[src/rtl/pla_restriction_sweeper.sv]
// pla_restriction_sweeper
// Drives every input vector of a restricted PLA function (fixed bits held
// from a latched mask/value pair, free bits counted in ascending binary
// order) and records on-set size plus the first and last on-set vectors.
module pla_restriction_sweeper #(
    parameter int N_IN  = 14,
    parameter int CNT_W = N_IN + 1
) (
    input  logic             clk,
    input  logic             rst_n,
    input  logic             start,
    input  logic [N_IN-1:0]  fix_mask,
    input  logic [N_IN-1:0]  fix_val,
    output logic [N_IN-1:0]  x_out,
    input  logic             y_in,
    output logic             busy,
    output logic             done,
    output logic [CNT_W-1:0] onset_count,
    output logic             onset_found,
    output logic [N_IN-1:0]  first_onset,
    output logic [N_IN-1:0]  last_onset
);

    typedef enum logic [1:0] {
        ST_IDLE  = 2'd0,
        ST_SWEEP = 2'd1,
        ST_DONE  = 2'd2
    } state_t;

    localparam logic [N_IN-1:0]  X_ONE   = N_IN'(1);
    localparam logic [CNT_W-1:0] CNT_ONE = CNT_W'(1);

    state_t            state_q;
    logic [N_IN-1:0]   m_q;
    logic [N_IN-1:0]   v_q;
    logic [N_IN-1:0]   x_q;
    logic [CNT_W-1:0]  cnt_q;
    logic              found_q;
    logic [N_IN-1:0]   first_q;
    logic [N_IN-1:0]   last_q;
    logic              busy_q;
    logic              done_q;

    logic [N_IN-1:0]   x_d;
    logic              last_vec_s;

    // Next vector in the sweep: fixed positions are forced to one so the
    // increment carries straight across them, then restored to their values.
    always_comb begin
        x_d        = (((x_q | m_q) + X_ONE) & ~m_q) | v_q;
        last_vec_s = &(x_q | m_q);
    end

    // Sweep controller: latches the restriction, steps one vector per clock
    // and accumulates the on-set statistics.
    always_ff @(posedge clk) begin
        if (!rst_n) begin
            state_q <= ST_IDLE;
            m_q     <= '0;
            v_q     <= '0;
            x_q     <= '0;
            cnt_q   <= '0;
            found_q <= 1'b0;
            first_q <= '0;
            last_q  <= '0;
            busy_q  <= 1'b0;
            done_q  <= 1'b0;
        end else begin
            case (state_q)
                ST_IDLE, ST_DONE: begin
                    if (start) begin
                        m_q     <= fix_mask;
                        v_q     <= fix_val & fix_mask;
                        x_q     <= fix_val & fix_mask;
                        cnt_q   <= '0;
                        found_q <= 1'b0;
                        first_q <= '0;
                        last_q  <= '0;
                        busy_q  <= 1'b1;
                        done_q  <= 1'b0;
                        state_q <= ST_SWEEP;
                    end else begin
                        state_q <= state_q;
                    end
                end
                ST_SWEEP: begin
                    if (y_in) begin
                        cnt_q  <= cnt_q + CNT_ONE;
                        last_q <= x_q;
                        if (!found_q) begin
                            first_q <= x_q;
                            found_q <= 1'b1;
                        end else begin
                            first_q <= first_q;
                        end
                    end else begin
                        cnt_q <= cnt_q;
                    end
                    if (last_vec_s) begin
                        busy_q  <= 1'b0;
                        done_q  <= 1'b1;
                        state_q <= ST_DONE;
                    end else begin
                        x_q     <= x_d;
                    end
                end
                default: begin
                    state_q <= ST_IDLE;
                    busy_q  <= 1'b0;
                    done_q  <= 1'b0;
                end
            endcase
        end
    end

    assign x_out       = x_q;
    assign busy        = busy_q;
    assign done        = done_q;
    assign onset_count = cnt_q;
    assign onset_found = found_q;
    assign first_onset = first_q;
    assign last_onset  = last_q;

endmodule
[config.mk]
export PLATFORM = sky130hd
export DESIGN_NAME = pla_restriction_sweeper
export DESIGN_NICKNAME = d
export VERILOG_FILES = /design/src/rtl/pla_restriction_sweeper.sv
export SDC_FILE = /design/constraint.sdc
export NUM_CORES = 1
export LEC_CHECK = 0
export BUFFER_PORTS_ARGS = -buffer_cell sky130_fd_sc_hd__clkbuf_2
export CAP_MARGIN = 5
export CORE_MARGIN = 3
export CORE_UTILIZATION = 40
export CTS_CLUSTER_DIAMETER = 80
export DETAILED_ROUTE_END_ITERATION = 10
export GPL_ROUTABILITY_DRIVEN = 0
export PLACE_DENSITY = 0.63
export SYNTH_ARGS = -nofsm -noshare
export SYNTH_HDL_FRONTEND = slang
export SYNTH_SLANG_ARGS = --single-unit
[constraint.sdc]
create_clock -name clk -period 2.2 [get_ports clk]
set_input_delay 0.11 -clock clk [delete_from_list [all_inputs] [get_ports clk]]
set_output_delay 0.11 -clock clk [all_outputs]
set_load 0.02 [all_outputs]
==> Yosys cells after proc, flatten, opt, wreduce, memory -nomap -nowiden <==
Cells that the tools add are included.
{ "op_classes": {"n_addsub": 2, "n_eq_ne": 7, "mux": 23, "bitwise": 5, "n_reduce_logical": 9} }
{ "ops": {"columns": ["operator", "count"], "rows": [
  ["$mux 14", 6],
  ["$pmux 14 s2", 3],
  ["$mux 15", 2],
  ["$pmux 15 s2", 1],
  ["$and 14x14->14", 2],
  ["$or 14x14->14", 2],
  ["$add 15x1->15 const B", 1],
  ["$add 14x1->14 const B", 1],
  ["$not 14->14", 1],
  ["$reduce_and 14->1", 1],
  ["$ne 2x2->1 const B", 5],
  ["$pmux 1 s2", 3],
  ["$reduce_and 3->1", 2],
  ["$mux 1", 5],
  ["$mux 2", 2],
  ["$pmux 2 s2", 1],
  ["$reduce_and 2->1", 2],
  ["$reduce_and 4->1", 1],
  ["$eq 2x1->1 const B", 1],
  ["$eq 2x2->1 const B", 1],
  ["$logic_not 2->1", 1],
  ["$reduce_bool 2->1", 1],
  ["$reduce_or 2->1", 1]
]} }
{ "word_totals": {"ff_bits": 90, "inputBits": 32, "output_inout_bits": 60, "wordCells": 56} }

==> Longest topological paths before layout <==
{ "logic_depth": {"ltp_word": 6, "ltp_mapped": 11, "mapped_depth_nobuf": 8} }

==> Least setup slack after synthesis <==
OpenSTA, ideal clock, no wires.
{ "synth_timing": {"kind": "flip-flop to flip-flop", "start": "reg x_q[0] (netlist: x_out[0])", "end": "reg x_q[3] (netlist: x_out[3])", "setup_time_ns": 0.101, "arrival_ns": 2.393, "path_slack_ns": -0.294, "stages_incl_launch_ff": 12, "path_buffers": 3, "synth_period_minus_slack_ns": 2.494, "path_cell_list": "dfxtp_1 -> or2_2 -> ha_1 -> o221ai_2 -> or3_1 -> buf_2 -> o41a_4 -> nor2_4 -> buf_6 -> buf_12 -> nand3_1 -> o41ai_1"} }
{ "synth_via": {"elab_chain_len": 6, "elab_cells_between_ends": 9} }
{ "synth_rtl": {"columns": ["item", "line", "rtl"], "rows": [
  ["start, declared", "36", "logic [N_IN-1:0] x_q;"],
  ["start signal, assigned", "74", "x_q <= fix_val & fix_mask;"],
  ["$or 14x14->14 (*)", "50, 51", null],
  ["$add 14x1->14", "50", "x_d = (((x_q | m_q) + X_ONE) & ~m_q) | v_q;"],
  ["$and 14x14->14", "50", null],
  ["$or 14x14->14", "50", null],
  ["$mux 14", "99", "if (last_vec_s) begin"],
  ["$pmux 14 s2", "69", "case (state_q)"]
]} }
Mark *: on every way between the ends. The rest lies on a longest branch, timed or not. The select of a mux whose other input is x is not followed.
A chain may end at the register's enable or synchronous reset.

==> Final worst setup path <==
{ "layout_timing": {"start": "reg x_q[1] (netlist: x_out[1])", "end": "reg x_q[2] (netlist: x_out[2])"} }
Same word-level chain as after synthesis.

==> impl_metrics.py <==
metrics = {
    "power_and_ir_drop": {
        "p_clk_frac": 0.318,
        "ir_drop_uv": 366.5,
        "p_leak_uw": 0.002016,
        "swShare": 0.2908,
        "p_comb_frac": 0.164,
        "pwr-share-seq": 0.518,
        "power_uw": 3334,
        "powerDensity_mw_per_mm2": 664.9,
        "p_int_uw": 2365,
        "switching_power_uw": 969.6,
    },
    "clock_tree": {
        "cts_buffer_depth": 2,
        "cts.sinks": 89,
        "htreeDepth": 3,
        "clk_pin_slew_ns": 0.08,
        "cts_tree": "done",
        "cts-root-buf": "clkbuf_8",
        "clock_latency_ns": 0.36,
        "cts_buffers": 9,
    },
    "critical_path": {
        "cp_max_fo": 5,
        "crit_chain": "or2_2 -> ha_4 -> o221ai_2 -> or3_4 -> o41a_4 -> nor2_4 -> buf_4 -> or3_2 -> a21oi_2",
        "worstPathRequired_ns": 2.49,
        "slowest_stage": "or3_2",
        "cp-end-kind": "register",
        "worstSetupPathType": "reg2reg",
        "ff2ff_setup_slack_ns": 0.07,
        "startpoint_type": "register",
        "cpLargestDelayFamily": "simple AND/OR/NAND/NOR gates",
        "worst_ep_arrival_time_ns": 2.42,
        "slowest_delay_ns": 0.48,
        "crit_buf_inv": 1,
    },
    "placement": {
        "place_ws_ns": 0.04847,
        "dp_hpwl_um": 7855,
        "place_area_mm2": 0.004617,
        "io_buffers": 91,
    },
    "routing": {
        "drt_iter0_markers": 282,
        "vias": 3924,
        "drc": 0,
        "antenna_left": 0,
        "first_pass_iters": 4,
        "wire_per_inst_um": 14.85,
        "drt_wl_total_um": 11080,
        "routed_via_density": 5.260,
    },
    "grt": {
        "grt_first_pass_wirelength_um": 18040,
        "top_usage_layer": "met2",
        "grt_pass1_vias": 3557,
        "antenna_found_initial": 0,
        "grtUsageTotal": 0.2041,
        "grt_max_degree": 41,
        "use_met3": 0.03600,
        "grt_overflow": 0,
        "use_met1": 0.2729,
        "use_met2": 0.3275,
    },
    "flow_run": {
        "cap_violations": 0,
    },
    "floorplan": {
        "coreArea_mm2": 0.009328,
        "die-area_mm2": 0.01091,
        "ios": 92,
        "die_h_um": 104.5,
        "fp.dieW_um": 104.5,
        "rows": 35,
        "initial_core_util": 0.4157,
    },
    "timing": {
        "slew_headroom": 0.5859,
        "final-hold-violation-count": 0,
        "drv_slew": 0,
        "finalClockSkew_ns": 0.009096,
        "hold_slack_ns": 0.01117,
        "worstMarginPinSlew_ns": 0.6203,
        "rsz0062_at_grt": "true",
        "fmax_ghz": 0.4697,
        "period_needed_ns": 2.129,
        "setup_ws_ns": 0.07085,
        "setup_viol": 0,
        "period_share": 0.9678,
    },
    "logic_synthesis": {
        "synth.most_common_cell": "dfxtp_1",
        "synth_area_leaders": "dfxtp_1 (46%), a21oi_1 (8.8%), nand2_1 (7.8%)",
        "ys_warn_count": 0,
        "netlist_instances": 491,
        "yosysSeqAreaShare": 0.4595,
        "synthTopCellsByCount": "dfxtp_1 (89), nand2_1 (81), a21oi_1 (68), nor2_1 (57), nand3_1 (44)",
        "synth-async-reset-ratio": 0,
        "yosysTopAreaCell": "dfxtp_1",
        "syn_nets": 525,
        "synth_edf_count": 0,
        "syn_avg_cell_area_um2": 7.897,
        "yosys.cell_types.count": 50,
        "ys_seq_elements": 89,
        "synth.top_cell.area_share": 0.4595,
        "syn_area_mm2": 0.003877,
        "synth_ff_type": "dfxtp_1",
    },
    "layout": {
        "layout-drive-gt1-share": 0.2658,
        "layout.nets": 646,
        "area_growth_pct": 29.33,
        "n_antenna_cell": 0,
        "nFillCells": 914,
        "final_area_mm2": 0.005015,
    },
    "worst_hold_path": {
        "hold_class": "in2reg",
    },
    "status": {
        "run_status": "completed",
    },
}
[per-stage QoR]
stage | setup TNS (ns) | utilization | instances
5_1_grt | -0.008074 | 0.5376 | 746
4_1_cts | 0 | 0.5339 | 744
3_3_place_gp | 0 | 0.4950 | 710
2_1_floorplan | 0 | - | 491
6_report | 0 | 0.5376 | 746
3_5_place_dp | 0 | 0.4950 | 710
[cells in the final DEF (no fill, tap or decap), types with 4 or more instances in the layout]
cell / n
nand2_1: 81
xor2_1: 4
clkbuf_2: 91
clkbuf_8: 11
nor2_1: 57
buf_4: 31
or3_2: 4
dfxtp_1: 86
nor4_1: 4
and3_1: 5
o21ai_0: 12
a21oi_1: 68
dlygate4sd3_1: 18
nand3_1: 44
nor3_1: 13
a22oi_1: 16
o22ai_1: 6
[logic make-up (layout without fill, tap and decap cells)]
kind of cell,after synthesis,after routing,share of synthesized area
AND/OR/NAND/NOR,225,225,0.2607
AO/OA/AOI/OAI,127,127,0.2033
flip-flops,89,89,0.4595
buffers and inverters,37,163,0.04324
XOR/XNOR,7,7,0.01581
multiplexers,4,4,0.01097
adder cells (fa/ha/maj),2,2,0.006453
[flip-flops by register name, indices dropped and copies added (netlist names)]
| name | flops |
|---|---|
| busy | 1 |
| first_onset | 14 |
| last_onset | 14 |
| m_q | 14 |
| onset_count | 15 |
| onset_found | 1 |
| state_q | 2 |
| v_q | 14 |
| x_out | 14 |
[layer usage]
layer | vias to the layer above | wire [um]
li1 | 1969 | -
met2 | 123 | 5163
met1 | 1816 | 5069
met3 | 16 | 638
met5 | - | 0
met4 | 0 | 206
[timing repair]
action / in CTS / in global routing
hold endpoints to repair: 18 / 0
hold buffers: 18 / 0
endpoints found under the setup margin: 0 / 11
buffers inserted: 0 / 2
resized for setup: 0 / 6
[worst paths after layout]
kind / depth (start not counted) / start / end
worst max register to register: 9 / x_out[1] / x_out[2]
worst min register to register: 2 / v_q[5] / v_q[5]
worst max-delay path: 9 / x_out[1] / x_out[2]
worst min-delay path: 3 / fix_val[1] / v_q[1]
[power by group through the flow]
stage                     logic [uW]  registers [uW]  clock network, uW
after floorplan                  272            1800                  0
after global placement           504            1760                  0
after detailed placement         510            1760                  0
after CTS                        537            1730               1080
after global routing             606            1740               1160
final                            547            1730               1060
[cell type report]
type / instances / area [um^2] / area share
Inverter: 4 / 15.01 / 0.002994
Multi-Input combinational cell: 365 / 1954 / 0.3897
Sequential cell: 89 / 1790 / 0.3570
Clock buffer: 12 / 155.1 / 0.03094
Timing Repair Buffer: 143 / 910.9 / 0.1816
Clock inverter: 4 / 27.53 / 0.005489
Tap cell: 129 / 161.4 / 0.03219
[worst min-delay path, delay by kind of cell]
family          cells  cell delay, ns
compound gates      1            0.05
buf+inv             1            0.09
simple gates        1            0.07
No activity file was read; power rests on OpenSTA's default activity.
